==> src/rtl/sbox_sched_pkg.sv <==
// Shared types for the masked S-box issue scheduler.
// FSM state codes and the pipeline tracking entry.
package sbox_sched_pkg;

  localparam logic [1:0] ST_RUN   = 2'd0;
  localparam logic [1:0] ST_DRAIN = 2'd1;
  localparam logic [1:0] ST_HALT  = 2'd2;

  // Package types cannot follow module parameters, so owner
  // and tag are held at a ceiling width and narrowed by the user.
  localparam int OWN_W   = 8;
  localparam int TAG_MAX = 16;

  typedef struct packed {
    logic               valid;
    logic [OWN_W-1:0]   owner;
    logic [TAG_MAX-1:0] tag;
  } entry_t;

endpackage

==> src/rtl/sbox_sched_arb.sv <==
// Requester arbiter: one-hot grant plus encoded select.
// Ports: clk/rst_n (pointer build only), req, gnt, sel, any.
// SBOX_SCHED_RR_EN selects round-robin, else fixed priority.
module sbox_sched_arb #(
  parameter int NREQ  = 2,
  parameter int SEL_W = 1
) (
`ifdef SBOX_SCHED_RR_EN
  input  logic             clk,
  input  logic             rst_n,
`endif
  input  logic [NREQ-1:0]  req,
  output logic [NREQ-1:0]  gnt,
  output logic [SEL_W-1:0] sel,
  output logic             any
);

  logic [SEL_W-1:0]  ptr;
  logic [2*NREQ-1:0] rot;

`ifdef SBOX_SCHED_RR_EN
  always_ff @(posedge clk or negedge rst_n) begin
    if (!rst_n) begin
      ptr <= '0;
    end else if (any) begin
      if (sel == SEL_W'(NREQ-1)) ptr <= '0;
      else ptr <= sel + 1'b1;
    end
  end
`else
  assign ptr = '0;
`endif

  // Rotate so the pointer position is bit 0; the lowest set
  // bit after rotation is the winner.
  always_comb begin
    rot = {req, req} >> ptr;
    any = |req;
    sel = '0;
    for (int k = NREQ-1; k >= 0; k--) begin
      if (rot[k]) sel = SEL_W'((int'(ptr) + k) % NREQ);
    end
    for (int j = 0; j < NREQ; j++) begin
      gnt[j] = any && (sel == SEL_W'(j));
    end
  end

endmodule

==> src/rtl/sbox_sched.sv <==
// Issue scheduler for a shared masked S-box with LAT-cycle latency.
// Ports: req_valid_i/req_tag_i/req_ready_o, prng_ready_i, quiesce_i,
// flush_i, sel_o, issue_o, rsp_valid_o, rsp_tag_o, inflight_o, idle_o.
// Build option SBOX_SCHED_RR_EN: round-robin arbitration.
module sbox_sched
  import sbox_sched_pkg::*;
#(
  parameter int LAT   = 4,
  parameter int NREQ  = 2,
  parameter int TAG_W = 2,
  localparam int SEL_W = (NREQ > 1) ? $clog2(NREQ) : 1,
  localparam int CNT_W = $clog2(LAT+1)
) (
  input  logic              clk,
  input  logic              rst_n,
  input  logic [NREQ-1:0]   req_valid_i,
  input  logic [NREQ*TAG_W-1:0] req_tag_i,
  output logic [NREQ-1:0]   req_ready_o,
  input  logic              prng_ready_i,
  input  logic              quiesce_i,
  input  logic              flush_i,
  output logic [SEL_W-1:0]  sel_o,
  output logic              issue_o,
  output logic [NREQ-1:0]   rsp_valid_o,
  output logic [TAG_W-1:0]  rsp_tag_o,
  output logic [CNT_W-1:0]  inflight_o,
  output logic              idle_o
);

  logic [1:0]       state;
  logic [1:0]       state_nx;
  entry_t           pipe [LAT];
  entry_t           ent_in;
  entry_t           last;
  logic             en;
  logic             any;
  logic             live_nx;
  logic             empty_nx;
  logic [NREQ-1:0]  gnt;
  logic [SEL_W-1:0] sel;
  logic [CNT_W-1:0] cnt;

  // Gating on rst_n keeps the combinational grant low in reset.
  assign en = rst_n && prng_ready_i && !flush_i
           && (state == ST_RUN);

  sbox_sched_arb #(
    .NREQ  (NREQ),
    .SEL_W (SEL_W)
  ) u_arb (
`ifdef SBOX_SCHED_RR_EN
    .clk   (clk),
    .rst_n (rst_n),
`endif
    .req   (req_valid_i & {NREQ{en}}),
    .gnt   (gnt),
    .sel   (sel),
    .any   (any)
  );

  assign req_ready_o = gnt;
  assign sel_o       = sel;
  assign issue_o     = any;

  always_comb begin
    ent_in       = '0;
    ent_in.valid = any;
    ent_in.owner = OWN_W'(sel);
    ent_in.tag   = TAG_MAX'(req_tag_i[sel*TAG_W +: TAG_W]);
  end

  always_ff @(posedge clk or negedge rst_n) begin
    if (!rst_n) begin
      for (int i = 0; i < LAT; i++) pipe[i] <= '0;
    end else begin
      for (int i = LAT-1; i > 0; i--) begin
        pipe[i]       <= pipe[i-1];
        pipe[i].valid <= pipe[i-1].valid & ~flush_i;
      end
      pipe[0]       <= ent_in;
      pipe[0].valid <= ent_in.valid & ~flush_i;
    end
  end

  // live_nx: something survives the coming edge (the last
  // stage retires at it, so it is excluded).
  always_comb begin
    cnt     = '0;
    live_nx = 1'b0;
    for (int i = 0; i < LAT; i++) begin
      cnt = cnt + CNT_W'(pipe[i].valid);
    end
    for (int i = 0; i < LAT-1; i++) begin
      live_nx = live_nx | pipe[i].valid;
    end
  end

  assign empty_nx   = !live_nx && !any;
  assign inflight_o = cnt;

  // HALT is entered at the edge after which nothing is in flight,
  // so idle rises the cycle after the final response.
  always_comb begin
    state_nx = state;
    unique case (1'b1)
      (state == ST_RUN): begin
        if (quiesce_i) state_nx = empty_nx ? ST_HALT : ST_DRAIN;
      end
      (state == ST_DRAIN): begin
        if (!quiesce_i) state_nx = ST_RUN;
        else if (empty_nx) state_nx = ST_HALT;
      end
      (state == ST_HALT): begin
        if (!quiesce_i) state_nx = ST_RUN;
      end
      default: state_nx = ST_RUN;
    endcase
  end

  always_ff @(posedge clk or negedge rst_n) begin
    if (!rst_n) state <= ST_RUN;
    else state <= state_nx;
  end

  assign last   = pipe[LAT-1];
  assign idle_o = (state == ST_HALT);

  always_comb begin
    rsp_tag_o = last.valid ? last.tag[TAG_W-1:0] : '0;
    for (int j = 0; j < NREQ; j++) begin
      rsp_valid_o[j] = last.valid && (last.owner == OWN_W'(j));
    end
  end

endmodule

==> config.mk <==
export PLATFORM = sky130hd
export DESIGN_NAME = sbox_sched
export DESIGN_NICKNAME = d
export VERILOG_FILES = /design/src/rtl/sbox_sched_pkg.sv /design/src/rtl/sbox_sched_arb.sv /design/src/rtl/sbox_sched.sv
export SDC_FILE = /design/constraint.sdc
export NUM_CORES = 1
export LEC_CHECK = 0
export BUFFER_PORTS_ARGS = -buffer_cell sky130_fd_sc_hd__buf_2
export CAP_MARGIN = 25
export CORE_MARGIN = 1
export CORE_UTILIZATION = 46
export DETAILED_ROUTE_END_ITERATION = 10
export PLACE_DENSITY_LB_ADDON = 0.08
export RECOVER_POWER = 50
export SLEW_MARGIN = 5
export SYNTH_ARGS = -nofsm -noshare
export SYNTH_HDL_FRONTEND = slang
export SYNTH_SLANG_ARGS = --single-unit
==> constraint.sdc <==
create_clock -name clk -period 2.1 [get_ports clk]
set_input_delay 0.21 -clock clk [delete_from_list [all_inputs] [get_ports clk]]
set_output_delay 0.21 -clock clk [all_outputs]
set_load 0.005 [all_outputs]
Word-level counts from Yosys, hierarchy flattened:

Cells that the tools add are included.

* bits in registers: 18
* output and inout bits: 12
* input bits: 11
* logic and storage cells: 55

* add/sub/neg operators: 3
* eq/ne operators: 5
* mux-type cells: 9
* bitwise gates (word level): 9
* reductions and logical operators: 15
* shift-type cells: 1

Operators with widths (number)
* 2-bit 2-to-1 mux: 6
* 1-bit logical AND: 8
* 8-bit logical NOT: 1
* 2-bit case mux with 3 select lines: 1
* 1-bit bitwise AND: 4
* 2-bit != test (second input constant): 2
* 4-bit by 3-bit variable part select with 2-bit output: 1
* 2-bit by 1-bit adder with 3-bit output: 1
* 3-bit by 1-bit adder with 3-bit output: 1
* 1-bit logical NOT: 3
* 3-bit != test (second input constant): 1
* 3-bit AND reduction: 1
* 1-bit by 1-bit adder with 2-bit output: 1
* 2-bit bitwise AND: 1
* 2-bit by 1-bit equality test with 1-bit output (second input constant): 1
* 2-bit equality test (second input constant): 1
* 2-bit logical NOT: 1
* 1-bit 2-to-1 mux: 2
* 1-bit NOT: 2
* 1-bit bitwise OR: 2
* 2-bit OR reduction: 1

Logic depth before layout (Yosys ltp):

Gate-level depths: netlist of run 1.

* depth after elaboration: 10
* mapped depth: 5
* depth with buffers taken out: 5

By module:

Synthesis of run 1 repeated with hierarchy kept, for this count alone.

* cell total of the unflattened synthesis: 48
* area, all modules: 681.9 um^2

By module, submodules not included
* sbox_sched: cells an instance 44, seq. area each 450.4 um^2, area an instance 658.1 um^2, instances 1
* sbox_sched_arb: cells an instance 4, seq. area each 0.0 um^2, area an instance 23.8 um^2, instances 1

Least setup slack after synthesis of run 1:

No wires, ideal clock.

* path type: register to output
* from: register pipe[49] (netlist bit)
* to: output inflight_o[1]
* data required time: 1890 ps
* arrival time: 1379 ps
* path slack: 511 ps
* path buffers: 0
* cell stages (with the launch flop): 6
* cells stage by stage: dfrtp_1 -> inv_1 -> fa_1 -> inv_1 -> ha_1 -> ha_1

* cells in the longest elaborated chain, start to end: 2

Ends and longest elaborated chain
* start, declared: line sbox_sched.sv:32 `entry_t pipe [LAT];`
* start signal, assigned by index: line sbox_sched.sv:77 `pipe[i] <= pipe[i-1];`
* 2-bit by 1-bit adder with 3-bit output: line sbox_sched.sv:91 `cnt = cnt + CNT_W'(pipe[i].valid);`
* 3-bit by 1-bit adder with 3-bit output: line sbox_sched.sv:91
* end, declared: line sbox_sched.sv:26 `output logic [CNT_W-1:0] inflight_o,`

Every way passes these cells.

Final worst setup path of run 1:

* from: register pipe, in the netlist last[24]
* to: output inflight_o[1]

* cells in the longest elaborated chain, start to end: 1

Ends and longest elaborated chain (line)
* 3-bit by 1-bit adder with 3-bit output: sbox_sched.sv:91

Every way passes these cells.

==> results of run 1 <==
[power groups by stage]
stage | Sequential, mW | Clock, mW | Combinational (mW)
final | 0.372 | 0.160 | 0.0675
after global routing | 0.374 | 0.186 | 0.0764
after CTS | 0.371 | 0.166 | 0.0670
after detailed placement | 0.378 | 0 | 0.0652
after global placement | 0.378 | 0 | 0.0637
after floorplan | 0.376 | 0 | 0.0342
[worst max-delay path by stage]
| stage | endpoint | cells after the start | from |
|---|---|---|---|
| floorplan | inflight_o[1] | 5 | pipe[49] |
| global placement | inflight_o[1] | 6 | pipe[49] |
| detailed placement | inflight_o[1] | 6 | pipe[49] |
| CTS | inflight_o[1] | 6 | pipe[49] |
| global route | inflight_o[1] | 6 | last[24] |
| finish | inflight_o[1] | 6 | last[24] |
[area by class of cell]
class	instances	area (sq um)	area share
Sequential cell	18	450	0.495
Multi-Input combinational cell	23	233	0.256
Timing Repair Buffer	27	151	0.166
Inverter	9	33.8	0.0371
Clock buffer	3	22.5	0.0248
Tap cell	15	18.8	0.0206
[routing by layer]
metal,up-vias,track usage
met2,16,0.203
met4,0,0.0500
met1,197,0.188
li1,219,-
met3,0,0.0652
met5,-,0
[registers in the layout, indices dropped and copies added (netlist names)]
signal / cells
pipe: 12
last: 4
state: 2
[worst register-to-register path, stage by stage, from the launching register on]
cell	delay, ns
dfrtp_1	0.42
nor2_2	0.21
nand4b_4	0.16
mux2_4	0.31
[cells in the final DEF, fill, tap and decap left out]
cell type	n
clkbuf_1	2
buf_6	1
buf_4	3
a21boi_0	1
nand4b_4	1
buf_2	20
nand3b_1	1
nor2_1	4
a32o_1	1
fa_1	1
clkbuf_4	3
nor3_1	1
inv_1	6
and2b_2	1
dlygate4sd3_1	1
mux2_4	2
and2_1	3
nor2b_1	2
nor2_2	1
and3_2	1
ha_4	2
dfrtp_1	18
inv_2	3
and3b_2	1
[kinds of logic after synthesis]
logic type / count (synthesis)
compound gates: 2
buf+inv: 9
mux: 2
flops: 18
fa+ha+maj: 3
simple gates: 16
[repair_timing]
item / CTS / global route
hold buffers: 1 / 0
hold endpoints to repair: 18 / 0
endpoints found under the setup margin: 0 / 1
setup buffers: 0 / 3
gates resized for setup: 0 / 7
==> metrics.txt, run 1 <==
syn_area_per_cell=13.8 sq um; Post-Synth XOR/XNOR Area=0; final setup fails=0; core area=1350 sq um; worst-margin pin slew=0.926 ns; GRT Util Overall=0.142; delay-heaviest family, CP=adder cells; largest family of logic cells by synthesized area=simple AND/OR/NAND/NOR gates; clock latency at the later pin of the worst-skew pair=0.28 ns; first-pass iteration count of the detailed router=2; routed vias=432; Hold Slack=0.109 ns; clk root buf=clkbuf_4; Post-Layout Cell Count=95; Worst Hold Depth=2; row count=13; P_leak=approximately 0.53 nW; Placed Instances=88; Highest Signal Layer=met3; initial antenna violation count=0; Synth Instances=50; outcome=finished clean; Slowest cell on crit path=fa_1; Fillers=~120; Arr. time, crit path=1.81 ns; Ports=23; synth cell count leaders=18 x dfrtp_1, 9 x inv_1, 4 x nor2_1, 3 x and2_1; Worst Reg-to-Reg Cells=3; Net Switching=between 0.1 and 0.15 mW; RSZ-0062 raised after global routing=no; Post-synth EDFFs=0; Post-synth ARST share=1.00; reg2reg end=pipe[75]; antenna-violating nets left=0; worst setup margin=0.0833 ns; H-Tree Depth=1; Main synth FF type=dfrtp_1; Slew HR=0.382; clock power share=0.267; Seq cells post-synth=18; Slew Limit Fails=0; Diodes inserted=0; wire length on met1=521 um; nets=96; total power=approximately 0.6 mW; DR vias/cell=4.55; Final Hold Viols=0; main area contributors after synthesis=dfrtp_1 65%, inv_1 4.9%, mux2_4 4.3%; r2r setup slk=~0.9 ns; worst-path fanout max=3; DP HPWL=724 um; worst-path cell chain=inv_2, fa_1, inv_2, ha_4, ha_4, buf_6; total internal power=approximately 0.46 mW; Setup Slack @ Placement=0.357 ns; share of cells above drive strength 1=0.488; largest net degree at the start of global routing=19; vias in the first global route=333; Num CTS Buffers=3; reg2reg start=state[1]; Yosys warning count=0; synth-to-layout area growth=31.5%; Max-Cap Viols=0; CP Capture Type=output pin; routed wl met2=between 400 and 500 um; worst path bufs/invs=3; Yosys top cell by area=dfrtp_1; Distinct cells, synth=17; cell with the most instances after synthesis=dfrtp_1; Remaining Overflow, GRT=0; Fin Clk Skew=0.00135 ns; Seq pwr share=0.621; syn_nets=64; CTS clk-pin slew, worst paths=0.09 ns; hold path start=flush_i; final WL=976 um; combinational power share=0.113; post-synth top area share=0.651; global-route wire length before repair=1460 um; Area after DPL=828 sq um; Die H=just over 40 um; post-synthesis adder-cell area fraction=0.0651; fin crit period=2.02 ns; post-synthesis mux area share=0.0434; Residual DRC=0; Clock Tree Buf Depth=2; DR WL/cell=10.3 um; Max Clk Rate=a little under 500 MHz; peak supply drop=~400 uV; die area=1660 sq um; Final Cycle Share=0.960; Design Area, Final=910 sq um; number of DRC markers in iteration 0=6; Met3 Wirelength=around 50 um; Clock Sinks=18; mapped cell area=692 sq um; end-of-flow core utilization=0.674; Port-buffer cells=22; Switching Fraction=0.227; startpoint types=flip-flop; die extent in x=40.8 um; GPL Wtd Cong=0.615; Worst EP required=1.89 ns; Min-Delay Endpoint=last[24]; Tightest Hold Check Type=in2reg; PwrDens=659 nW/um^2; register area share after synthesis=0.651; CP max stage delay=0.55 ns; Initial Utilization=0.513; CTS tree=done; Crit Path Class=reg2out; Simple-Gate Fraction of Synth Area=0.166; setup_tns=0 ns; complex-gate fraction of the synthesized area=0.0253
No activity file was read; power rests on OpenSTA's default activity.
==> run 2, diff against run 1 <==
BUFFER_PORTS_ARGS = default   (was -buffer_cell sky130_fd_sc_hd__buf_2)
CORE_AREA = 2 2 39 41   (was default)
CORE_MARGIN = default   (was 1)
CORE_UTILIZATION = default   (was 46)
DIE_AREA = 0 0 41 43   (was default)
DONT_BUFFER_PORTS = 1   (was default)
==> metrics.txt, run 2 (synthesized netlist as in run 1, its figures left out) <==
outcome=finished clean; die extent in x=41 um (+0.53%); Max Clk Rate=511 MHz (+3.1%); H-Tree Depth=1 (unchanged); clock power share=0.271 (+0.004); Net Switching=0.118 mW (-13%); GRT Util Overall=0.136 (-0.00581); Clock Tree Buf Depth=2 (unchanged); Die H=43 um (+5.4%); total internal power=0.449 mW (-3.1%); Placed Instances=66 (-25%); RSZ-0062 raised after global routing=no; Fin Clk Skew=0.00236 ns (+0.00102 ns); Crit Path Class=reg2out; DP HPWL=735 um (+1.4%); Initial Utilization=0.500 (-0.0125); GPL Wtd Cong=0.662 (+7.6%); routing usage on met1=0.144 (-0.0436); initial antenna violation count=0 (unchanged); PwrDens=770 nW/um^2 (+17%); CTS tree=done; Worst Hold Depth=1 (-1); Diodes inserted=0 (unchanged); peak supply drop=424 uV (+6.1%); cts-stage hold buffer count=2 (+1); startpoint types=flip-flop; core area=1380 sq um (+2.5%); Max-Cap Viols=0 (unchanged); Num CTS Buffers=3 (unchanged); clk root buf=clkbuf_4; worst setup margin=0.145 ns (+0.0615 ns); worst-margin pin slew=0.751 ns (-0.175 ns); Area after DPL=712 sq um (-14%); Ports=23 (unchanged); Final Cycle Share=0.931 (-0.0293); Tightest Hold Check Type=in2reg; reg2reg start=state[1]; share of cells above drive strength 1=0.145 (-0.342); die area=1760 sq um (+6.0%); commonest non-fill, non-tap cell in the layout=dfrtp_1; Fillers=127 (+10%); combinational power share=0.077 (-0.036); Setup Slack @ Placement=0.441 ns (+0.0840 ns); P_leak=0.406 nW (-24%); fin crit period=1.96 ns (-0.0615 ns); row count=14 (+1); CP Capture Type=output pin; antenna-violating nets left=0 (unchanged); number of DRC markers in iteration 0=0 (-6); total power=0.567 mW (-5.4%); hold path start=quiesce_i; Remaining Overflow, GRT=0 (unchanged); Port-buffer cells=0 (-100%); Final Hold Viols=0 (unchanged); GRT busiest layer=met2; first-pass iteration count of the detailed router=1 (-1); largest net degree at the start of global routing=19 (unchanged); final setup fails=0 (unchanged); CTS clk-pin slew, worst paths=0.09 ns (about the same); Worst EP required=1.89 ns (about the same); reg2reg end=pipe[76]; routed vias=359 (-17%); Clock Sinks=18 (unchanged); Switching Fraction=0.208 (-0.0184); worst-path fanout max=2 (-1); r2r setup slk=0.79 ns (-0.11 ns); clock latency at the later pin of the worst-skew pair=0.28 ns (about the same); Design Area, Final=737 sq um (-19%); synth-to-layout area growth=6.51%; grt met2 use=0.206 (+0.00312); Seq pwr share=0.652 (+0.031); Min-Delay Endpoint=state[1]; max reg flops=12 (unchanged); vias in the first global route=388 (+17%); Post-Layout Cell Count=71 (-25%); global-route wire length before repair=1550 um (+5.7%); met3 Use GR=0.0681 (+0.00285); Setup Buffers After CTS=0 (unchanged); Worst Reg-to-Reg Cells=3 (unchanged); most frequent cells in the layout=18 x dfrtp_1, 9 x inv_1, 5 x nor2_1; setup_tns=0 ns (unchanged); DR WL/cell=13.1 um (+28%); nets=71 (-26%); Slew HR=0.498 (+0.115); final WL=933 um (-4.4%); Residual DRC=0 (unchanged); DR vias/cell=5.06 (+11%); most flop-heavy register=pipe; PostCTS Resize Cnt=0 (unchanged); Slew Limit Fails=0 (unchanged); Arr. time, crit path=1.75 ns (-0.06 ns)
==> run 2: worst max-delay path, stage by stage, from the launching register on <==
cell and delay [ns]:
dfrtp_1 0.36, inv_1 0.07, fa_1 0.53, inv_1 0.04, ha_1 0.17, ha_1 0.29
==> run 2: area by class of cell <==
cell class | count | area (sq um) | area share
inverter | 9 | 33.8 | 0.0458
sequential | 18 | 450 | 0.611
clock buffer | 3 | 22.5 | 0.0306
multi-input combinational | 23 | 190 | 0.258
timing repair buffer | 2 | 20.0 | 0.0272
tap | 16 | 20.0 | 0.0272
==> run 2: per-layer routing <==
layer	vias to the layer above	share of wire
met1	168	0.36
met2	19	0.50
met3	5	0.12
li1	167	-
met5	-	0
met4	0	0.024
==> run 2: power by group through the flow <==
stage / combinational, mW / clock (mW) / sequential, mW
2_1_floorplan: 0.0342 / 0 / 0.376
3_3_place_gp: 0.0375 / 0 / 0.377
3_5_place_dp: 0.0399 / 0 / 0.378
4_1_cts: 0.0495 / 0.161 / 0.371
5_1_grt: 0.0495 / 0.181 / 0.373
6_report: 0.0435 / 0.154 / 0.370
==> run 2: through the flow <==
step	utilization	hold slack (ns)
2_1_floorplan	-	-0.0856
3_3_place_gp	0.514	-0.0852
3_5_place_dp	0.514	-0.0851
4_1_cts	0.545	0.0686
5_1_grt	0.533	0.0511
6_report	0.533	0.0700
==> run 2: worst max path at each step <==
stage | startpoint | to | slack, ns | depth (start not counted)
6_report | pipe[49] | inflight_o[1] | 0.14 | 5
5_1_grt | pipe[49] | inflight_o[1] | 0.04 | 5
4_1_cts | pipe[49] | inflight_o[1] | 0.12 | 5
3_5_place_dp | pipe[49] | inflight_o[1] | 0.44 | 5
3_3_place_gp | pipe[49] | inflight_o[1] | 0.49 | 5
2_1_floorplan | pipe[49] | inflight_o[1] | 0.51 | 5
